## src/rtl/eth10g_test_pkg.sv

```systemverilog
// Shared definitions for the 10G SFP test path: frame length limits, the test
// EtherType, the generator state type and the byte-lane helpers used by both
// the frame generator and the receive checker.
package eth10g_test_pkg;

  localparam int unsigned ETH_MIN_LEN   = 60;
  localparam int unsigned ETH_MAX_LEN   = 1514;
  localparam logic [15:0] ETH_TYPE_TEST = 16'h88B5;

  typedef enum logic [1:0] {
    IDLE = 2'd0,
    SEND = 2'd1,
    IFG  = 2'd2
  } gen_state_t;

  // Frame length without FCS, forced into the legal Ethernet range.
  function automatic logic [10:0] clamp_len(input logic [10:0] len);
    if (len < 11'(ETH_MIN_LEN)) return 11'(ETH_MIN_LEN);
    if (len > 11'(ETH_MAX_LEN)) return 11'(ETH_MAX_LEN);
    return len;
  endfunction

  // Byte idx of a test frame: 18-byte header (dst, src, type, seq; all MSB
  // first) followed by a ramp whose value is the low byte of its index.
  function automatic logic [7:0] frame_byte(
    input logic [10:0] idx,
    input logic [47:0] dst,
    input logic [47:0] src,
    input logic [15:0] etype,
    input logic [31:0] seq
  );
    logic [143:0] w_hdr;
    if (idx < 11'd18) begin
      w_hdr = {dst, src, etype, seq} << {idx[4:0], 3'b000};
      return w_hdr[143:136];
    end
    return idx[7:0];
  endfunction

endpackage

```

## src/rtl/eth10g_frame_gen.sv

```systemverilog
// Test-traffic source for the 10G MAC transmit interface. Emits numbered
// Ethernet frames (no FCS) on a 64-bit AXI4-Stream master while enabled.
// Ports:
//   sysclk_100m, sys_reset_n     clock, synchronous active-low reset
//   enable                       start frames (sampled in IDLE only)
//   frame_len, dst_mac, src_mac  frame parameters, latched at frame start
//   m_axis_t*                    AXI4-Stream master (byte n in lane n%8)
//   frame_count                  frames fully transferred since reset
//   busy                         high while sending or in the inter-frame gap
module eth10g_frame_gen
  import eth10g_test_pkg::*;
#(
  parameter int unsigned IFG_CYCLES = 2,
  parameter logic [15:0] ETH_TYPE   = ETH_TYPE_TEST
) (
  input  logic        sysclk_100m,
  input  logic        sys_reset_n,
  input  logic        enable,
  input  logic [10:0] frame_len,
  input  logic [47:0] dst_mac,
  input  logic [47:0] src_mac,
  output logic [63:0] m_axis_tdata,
  output logic [7:0]  m_axis_tkeep,
  output logic        m_axis_tvalid,
  output logic        m_axis_tlast,
  input  logic        m_axis_tready,
  output logic [31:0] frame_count,
  output logic        busy
);

  // Gap counter terminal value; unused when IFG_CYCLES is 0.
  localparam logic [7:0] IFG_LAST = 8'(IFG_CYCLES - 1);

  gen_state_t  r_state;
  gen_state_t  w_next;
  logic [7:0]  r_beat;
  logic [7:0]  r_last_beat;
  logic [7:0]  r_ifg_cnt;
  logic [10:0] r_len;
  logic [47:0] r_dst;
  logic [47:0] r_src;
  logic [31:0] r_seq;
  logic [31:0] r_frame_count;
  logic        r_busy;

  logic        w_start;
  logic        w_hs;
  logic        w_last_hs;
  logic [10:0] w_len;
  logic        w_tvalid;
  logic        w_tlast;
  logic [63:0] w_tdata;
  logic [7:0]  w_tkeep;

  assign w_len     = clamp_len(frame_len);
  assign w_start   = (r_state == IDLE) && enable;
  assign w_hs      = w_tvalid && m_axis_tready;
  assign w_last_hs = w_hs && (r_beat == r_last_beat);

  // State register; busy is registered from the next state so it tracks
  // the state exactly.
  always_ff @(posedge sysclk_100m) begin
    if (!sys_reset_n) begin
      r_state <= IDLE;
      r_busy  <= 1'b0;
    end else begin
      r_state <= w_next;
      r_busy  <= (w_next != IDLE);
    end
  end

  // Next-state logic
  always_comb begin
    w_next = r_state;
    unique case (r_state)
      IDLE:    if (enable) w_next = SEND;
      SEND:    if (w_last_hs) w_next = (IFG_CYCLES == 0) ? IDLE : IFG;
      IFG:     if (r_ifg_cnt == IFG_LAST) w_next = IDLE;
      default: w_next = IDLE;
    endcase
  end

  // Frame parameters, beat position, gap counter and frame counter
  always_ff @(posedge sysclk_100m) begin
    if (!sys_reset_n) begin
      r_beat        <= '0;
      r_last_beat   <= '0;
      r_ifg_cnt     <= '0;
      r_len         <= '0;
      r_dst         <= '0;
      r_src         <= '0;
      r_seq         <= '0;
      r_frame_count <= '0;
    end else begin
      if (w_start) begin
        r_len       <= w_len;
        r_last_beat <= 8'((w_len - 11'd1) >> 3);
        r_dst       <= dst_mac;
        r_src       <= src_mac;
        r_seq       <= r_frame_count;
        r_beat      <= '0;
      end else if (w_hs) begin
        r_beat <= r_beat + 8'd1;
      end

      if (w_last_hs) r_frame_count <= r_frame_count + 32'd1;

      if (r_state == IFG) r_ifg_cnt <= r_ifg_cnt + 8'd1;
      else                r_ifg_cnt <= '0;
    end
  end

  // Output logic: beat contents are a pure function of registered state, so
  // they hold while stalled and never depend on tready.
  always_comb begin
    w_tvalid = (r_state == SEND);
    w_tlast  = w_tvalid && (r_beat == r_last_beat);
    w_tdata  = '0;
    w_tkeep  = '0;
    if (w_tvalid) begin
      for (int unsigned l = 0; l < 8; l++) begin
        if (({r_beat, 3'b000} | 11'(l)) < r_len) begin
          w_tkeep[l]       = 1'b1;
          w_tdata[8*l +: 8] = frame_byte({r_beat, 3'b000} | 11'(l),
                                         r_dst, r_src, ETH_TYPE, r_seq);
        end
      end
    end
  end

  assign m_axis_tvalid = w_tvalid;
  assign m_axis_tlast  = w_tlast;
  assign m_axis_tdata  = w_tdata;
  assign m_axis_tkeep  = w_tkeep;
  assign frame_count   = r_frame_count;
  assign busy          = r_busy;

endmodule

```

## config.mk

```make
export PLATFORM = sky130hd
export DESIGN_NAME = eth10g_frame_gen
export DESIGN_NICKNAME = d
export VERILOG_FILES = /design/src/rtl/eth10g_test_pkg.sv /design/src/rtl/eth10g_frame_gen.sv
export SDC_FILE = /design/constraint.sdc
export NUM_CORES = 1
export LEC_CHECK = 0
export CAP_MARGIN = 20
export CORE_MARGIN = 2
export CORE_UTILIZATION = 51
export CTS_CLUSTER_DIAMETER = 150
export CTS_CLUSTER_SIZE = 24
export DETAILED_ROUTE_END_ITERATION = 8
export PLACE_DENSITY = 0.81
export SETUP_SLACK_MARGIN = 0.2
export SLEW_MARGIN = 20
export SYNTH_ARGS = -nofsm -noshare
export SYNTH_HDL_FRONTEND = slang
export SYNTH_SLANG_ARGS = --single-unit
export TNS_END_PERCENT = 10
```

## constraint.sdc

```tcl
create_clock -name sysclk_100m -period 3.08 [get_ports sysclk_100m]
set_input_delay 0.462 -clock sysclk_100m [delete_from_list [all_inputs] [get_ports sysclk_100m]]
set_output_delay 0.462 -clock sysclk_100m [all_outputs]
set_load 0.05 [all_outputs]
```

Word-level counts from Yosys, hierarchy flattened
Index checks and enable logic that the tools add are counted.

cells by class
  reductions and logical operators = 8
  equality and inequality tests = 4
  add/subtract/negate cells = 4
  order comparisons = 18
  multiplexer cells = 69
  bitwise logic cells = 1
  shifts and indexed selects = 8

operators by type and width
  operator               count
  $shl 144x8->144        8
  $mux 8                 25
  $lt 11x11->1           8
  $lt 11x5->1 const B    8
  $mux 64                1
  $mux 11                4
  $mux 1                 35
  $add 32x1->32 const B  1
  $add 8x1->8 const B    2
  $gt 11x11->1 const B   1
  $lt 11x6->1 const B    1
  $sub 11x1->11 const B  1
  $eq 8x1->1 const B     1
  $eq 8x8->1             1
  $mux 2                 3
  $pmux 2 s3             1
  $logic_and 1x1->1      4
  $eq 2x1->1 const B     1
  $eq 2x2->1 const B     1
  $logic_not 2->1        1
  $reduce_and 2->1       1
  $reduce_bool 2->1      1
  $reduce_or 2->1        1
  $not 1->1              1

storage, ports and cells
  bits of input ports = 111
  output and inout bits = 107
  word-level logic and storage cells = 122
  register bits after elaboration = 198

Longest topological paths before layout
  word-level depth = 7
  gate-level depth with buffers = 10
  gate-level depth less buffers = 8

Worst setup path after synthesis
Ideal clock, no wire load.

  path type = register to output
  start point = register r_beat[5]
  end point = output m_axis_tdata[21]
  stages on the path, launching flop included = 8
  required time = 2618 ps
  path slack = -431 ps
  buffers on the path = 1
  data arrival time = 3049 ps
  cells stage by stage = dfxtp_1 ha_1 a21o_1 a21o_1 a221o_1 or2_2 clkbuf_1 a211oi_1

between the ends
  cells in the longest elaborated chain, start to end = 7
  elaborated cells between the ends (all ways) = 8
  classes of those cells = 2 x order compare; 6 x mux

ends and longest elaborated chain
  item                      line                     RTL
  start: declaration        eth10g_frame_gen.sv:36   logic [7:0] r_beat;
  start signal: assignment  eth10g_frame_gen.sv:103  r_beat <= r_beat + 8'd1;
  $lt 11x5->1               eth10g_test_pkg.sv:33    if (idx < 11'd18) begin
  $mux 1                    eth10g_test_pkg.sv:33
  $mux 1                    eth10g_frame_gen.sv:122  if (({r_beat, 3'b000} | 11'(l)) < r_len) begin
  $mux 1                    eth10g_frame_gen.sv:120  if (w_tvalid) begin
  $mux 8                    eth10g_test_pkg.sv:37    return idx[7:0];
  $mux 8 (*)                eth10g_frame_gen.sv:122
  $mux 64 (*)               eth10g_frame_gen.sv:120
  end: declaration          eth10g_frame_gen.sv:22   output logic [63:0] m_axis_tdata,

Mark *: on every way between the ends. The rest lies on a longest branch, timed or not. The select of a mux whose other input is x is not followed.

Worst setup path in the final report
  start point = register r_beat[5]
  end point = output m_axis_tdata[23]

Same word-level chain as after synthesis.

==> metrics <==
status=complete, but fails checks; failing checks=setup timing; first drt pass iteration count=6; CP Capture Type=output pin; RSZ-0062 raised after global routing=true; Post-Synth XOR/XNOR Area=2.35%; register area share after synthesis=41.5%; vias in the first global route=9378; Final Skew=8.52 ps; routed wire length=33000 um; Crit path largest cell delay=480 ps; Slew HR=52.0%; Avg Inst Size Synth=7.66 um2; Synth async-reset ratio=0%; achievable frequency=323 MHz; WHS Path Cells=2; first-pass GRT wire length=50400 um; Post-route DRC=0; hold path startpoint=r_dst[7]; r2r endpoint=frame_count[20]; Clock Latency Late Sink=440 ps; initial core utilization=51.5%; net count after synthesis=1369; Syn Inst Count=1245; post-detailed-route count of antenna-violating nets=0; Clock Path Buffers=2; yosys warns=0; worst vdd ir=0.436 mV; hold slack=457 ps; crit path cell chain=ha_4, a21o_1, a21o_1, a221o_2, or2_4, a211oi_4, buf_12; Final HPWL DP=21700 um; worst slew pin tran=717 ps; worst reg2reg setup slack=450 ps; Worst-path clk slew=70 ps; max-capacitance violation count=0; count of final hold-check violations=0; total CTS buffers=17; initial antenna violation count=1; Post-layout nets=1554; Post-synth EDFFs=0; WL/cell=19.6 um; CTS HTree Levels=4; GRT Util Overall=32.2%; R2R cell count=7; die footprint=19800 um2; worst path required time=2620 ps; dominant synthesized flop cell=dfxtp_1; Mapped Area=9540 um2; final core occ=75.2%; Overflow after GRT=0; Compound-Gate Fraction of Synth Area=18.2%; power consumption=6.84 mW; largest net degree at the start of global routing=95; synth unique cells=63; crit path DAT=2630 ps; io pins=218; Final setup viols=5; mux share of post-synthesis cell area=5.30%; FF+latch count, synth=198; Static Leakage=4.91 nW; critical path type=flop to output pin; core region area=18500 um2; top post-synthesis cells by area=dfxtp_1 42%, nand2_1 12%, a21oi_1 11%; die width=141 um; Rows=50; final non-filler cell total=1678; min cycle time layout=3100 ps; DR iter-0 viols=910; crit start category=flop; max-slew violation count=0; root buf cell=clkbuf_16; total number of vias=10100; Synth top area share=41.5%; Final period util=101%; Clock Sinks=198; layout overhead on the synthesized area=45.9%; worst setup margin=-16.6 ps; CP bufs+invs=1; worst hold path type=flop to flop; crit-path most repeated cell=a21o_1; Placed Instances=1627; CP max stage cell=a221o_2; CP delay by family, top=compound AO/OA/AOI/OAI gates; reg-to-reg critical path startpoint=r_beat[0]; Synth area leader=dfxtp_1; Die H=141 um; WHS Endpoint=r_dst[7]; CTS tree=done; Synth Area in Simple Gates=25.3%; Pwr Density=491 nW/um2; port buffer count=217; layout cell share with drive strength beyond 1=18.6%; RePlAce Congestion=0.950; critical path peak fanout=6; post-synthesis adder-cell area fraction=1.70%; largest family of logic cells by synthesized area=simple AND/OR/NAND/NOR gates; vias per inst=6.01; CTS Hold Bufs=0
[Yosys cell counts (all sizes together), types with 4 or more instances]
| cell | number |
|---|---|
| a21oi | 202 |
| buf | 17 |
| a221oi | 8 |
| ha | 13 |
| mux2 | 12 |
| inv | 31 |
| a21o | 5 |
| a211oi | 15 |
| nand2b | 8 |
| nor3 | 24 |
| nand2 | 298 |
| o21ai | 23 |
| and2 | 4 |
| or3 | 7 |
| xnor2 | 14 |
| clkbuf | 81 |
| nor2 | 75 |
| dfxtp | 198 |
| a31oi | 5 |
| nand3 | 30 |
| o31ai | 24 |
| or4 | 26 |
| and3 | 14 |
| nand4 | 19 |
| nor4 | 6 |
| mux2i | 37 |
| xor2 | 9 |
[where the power goes]
| part | leakage (nW) | switching, mW | internal (mW) |
|---|---|---|---|
| Clock | 0.294 | 1.06 | 1.30 |
| Sequential | 1.62 | 0.0977 | 2.69 |
| Combinational | 3.00 | 0.989 | 0.694 |
| Total | 4.91 | 2.15 | 4.69 |
[repair_timing]
action,in CTS,in global routing
gates cloned,3,0
setup buffers,6,9
pin swaps,19,10
setup endpoints to repair,71,69
gates resized for setup,107,20
[per-layer routing]
metal	routed length [um]	global-route usage, %	vias up
li1	-	-	4700
met1	13600	41.8	4835
met2	15400	52.0	466
met3	2390	6.11	90
met4	1550	15.1	0
met5	0	0	-
[logic make-up (layout without fill, tap and decap cells)]
family	after synthesis	after routing
fa+ha+maj	13	13
other cells	0	1
compound gates	302	304
xor+xnor	23	23
simple gates	531	532
flops	198	198
mux	49	49
buf+inv	129	324
[worst max path at each step]
stage               slack [ps]          endpoint       from  depth (start not counted)
finish                     -20  m_axis_tdata[23]  r_beat[5]                          7
global route               -60  m_axis_tdata[19]  r_beat[5]                          8
CTS                        -20  m_axis_tdata[23]  r_beat[5]                          7
detailed placement         190  m_axis_tdata[23]  r_beat[5]                          7
global placement           220  m_axis_tdata[23]  r_beat[5]                          7
floorplan                 -230  m_axis_tdata[61]  r_beat[0]                         10
[cell usage in the layout (no fill, tap or decap), types with 5 or more instances in the layout]
master and n:
nand2b_1 6, clkbuf_16 17, dfxtp_2 8, a211oi_2 5, nor2_1 66, a21oi_1 188, buf_12 72, mux2i_1 37
a21oi_2 11, xor2_1 9, nor3_2 7, inv_1 26, nor2_4 5, o21ai_0 20, a221oi_1 6, dfxtp_1 186
ha_1 7, clkdlybuf4s50_1 144, buf_4 35, nor3_1 7, a211oi_4 5, and3_1 11, a31oi_1 5, o31ai_1 24
a211oi_1 5, nor3_4 10, mux2_2 12, or4_1 24, nand2_1 297, nand3_1 30, nand4_1 19, buf_6 8
xnor2_1 11, or3_1 5, nor4_1 5
[registers in the layout (all words and copies together) (netlist names)]
signal	flops
r_dst	48
r_src	48
frame_count	32
r_seq	32
r_len	11
r_beat	8
r_ifg_cnt	8
r_last_beat	8
r_state	2
busy	1
[tightest hold or removal path, cell delays in order, from the launching register on]
cell and delay [ps]:
dfxtp_1 310, nand2_1 50, a21oi_1 50
[per-stage QoR]
stage	worst slack [ps]	cell area (um2)	TNS [ps]
floorplan	-229	9630	-2720
global placement	219	12600	0
detailed placement	190	12600	0
CTS	-21.7	13800	-32.8
global route	-56.7	13900	-454
finish	-16.6	13900	-63.3
[final cells by class]
cell class                 instances  area, um2
antenna                            1       2.50
clock buffer                      18        429
clock inverter                    14        191
fill                            1264       4600
inverter                          31        121
multi-input combinational        921       5630
sequential                       198       3990
tap                              234        293
timing repair buffer             261       3270
Note: power is estimated with default switching activity, not from simulation.
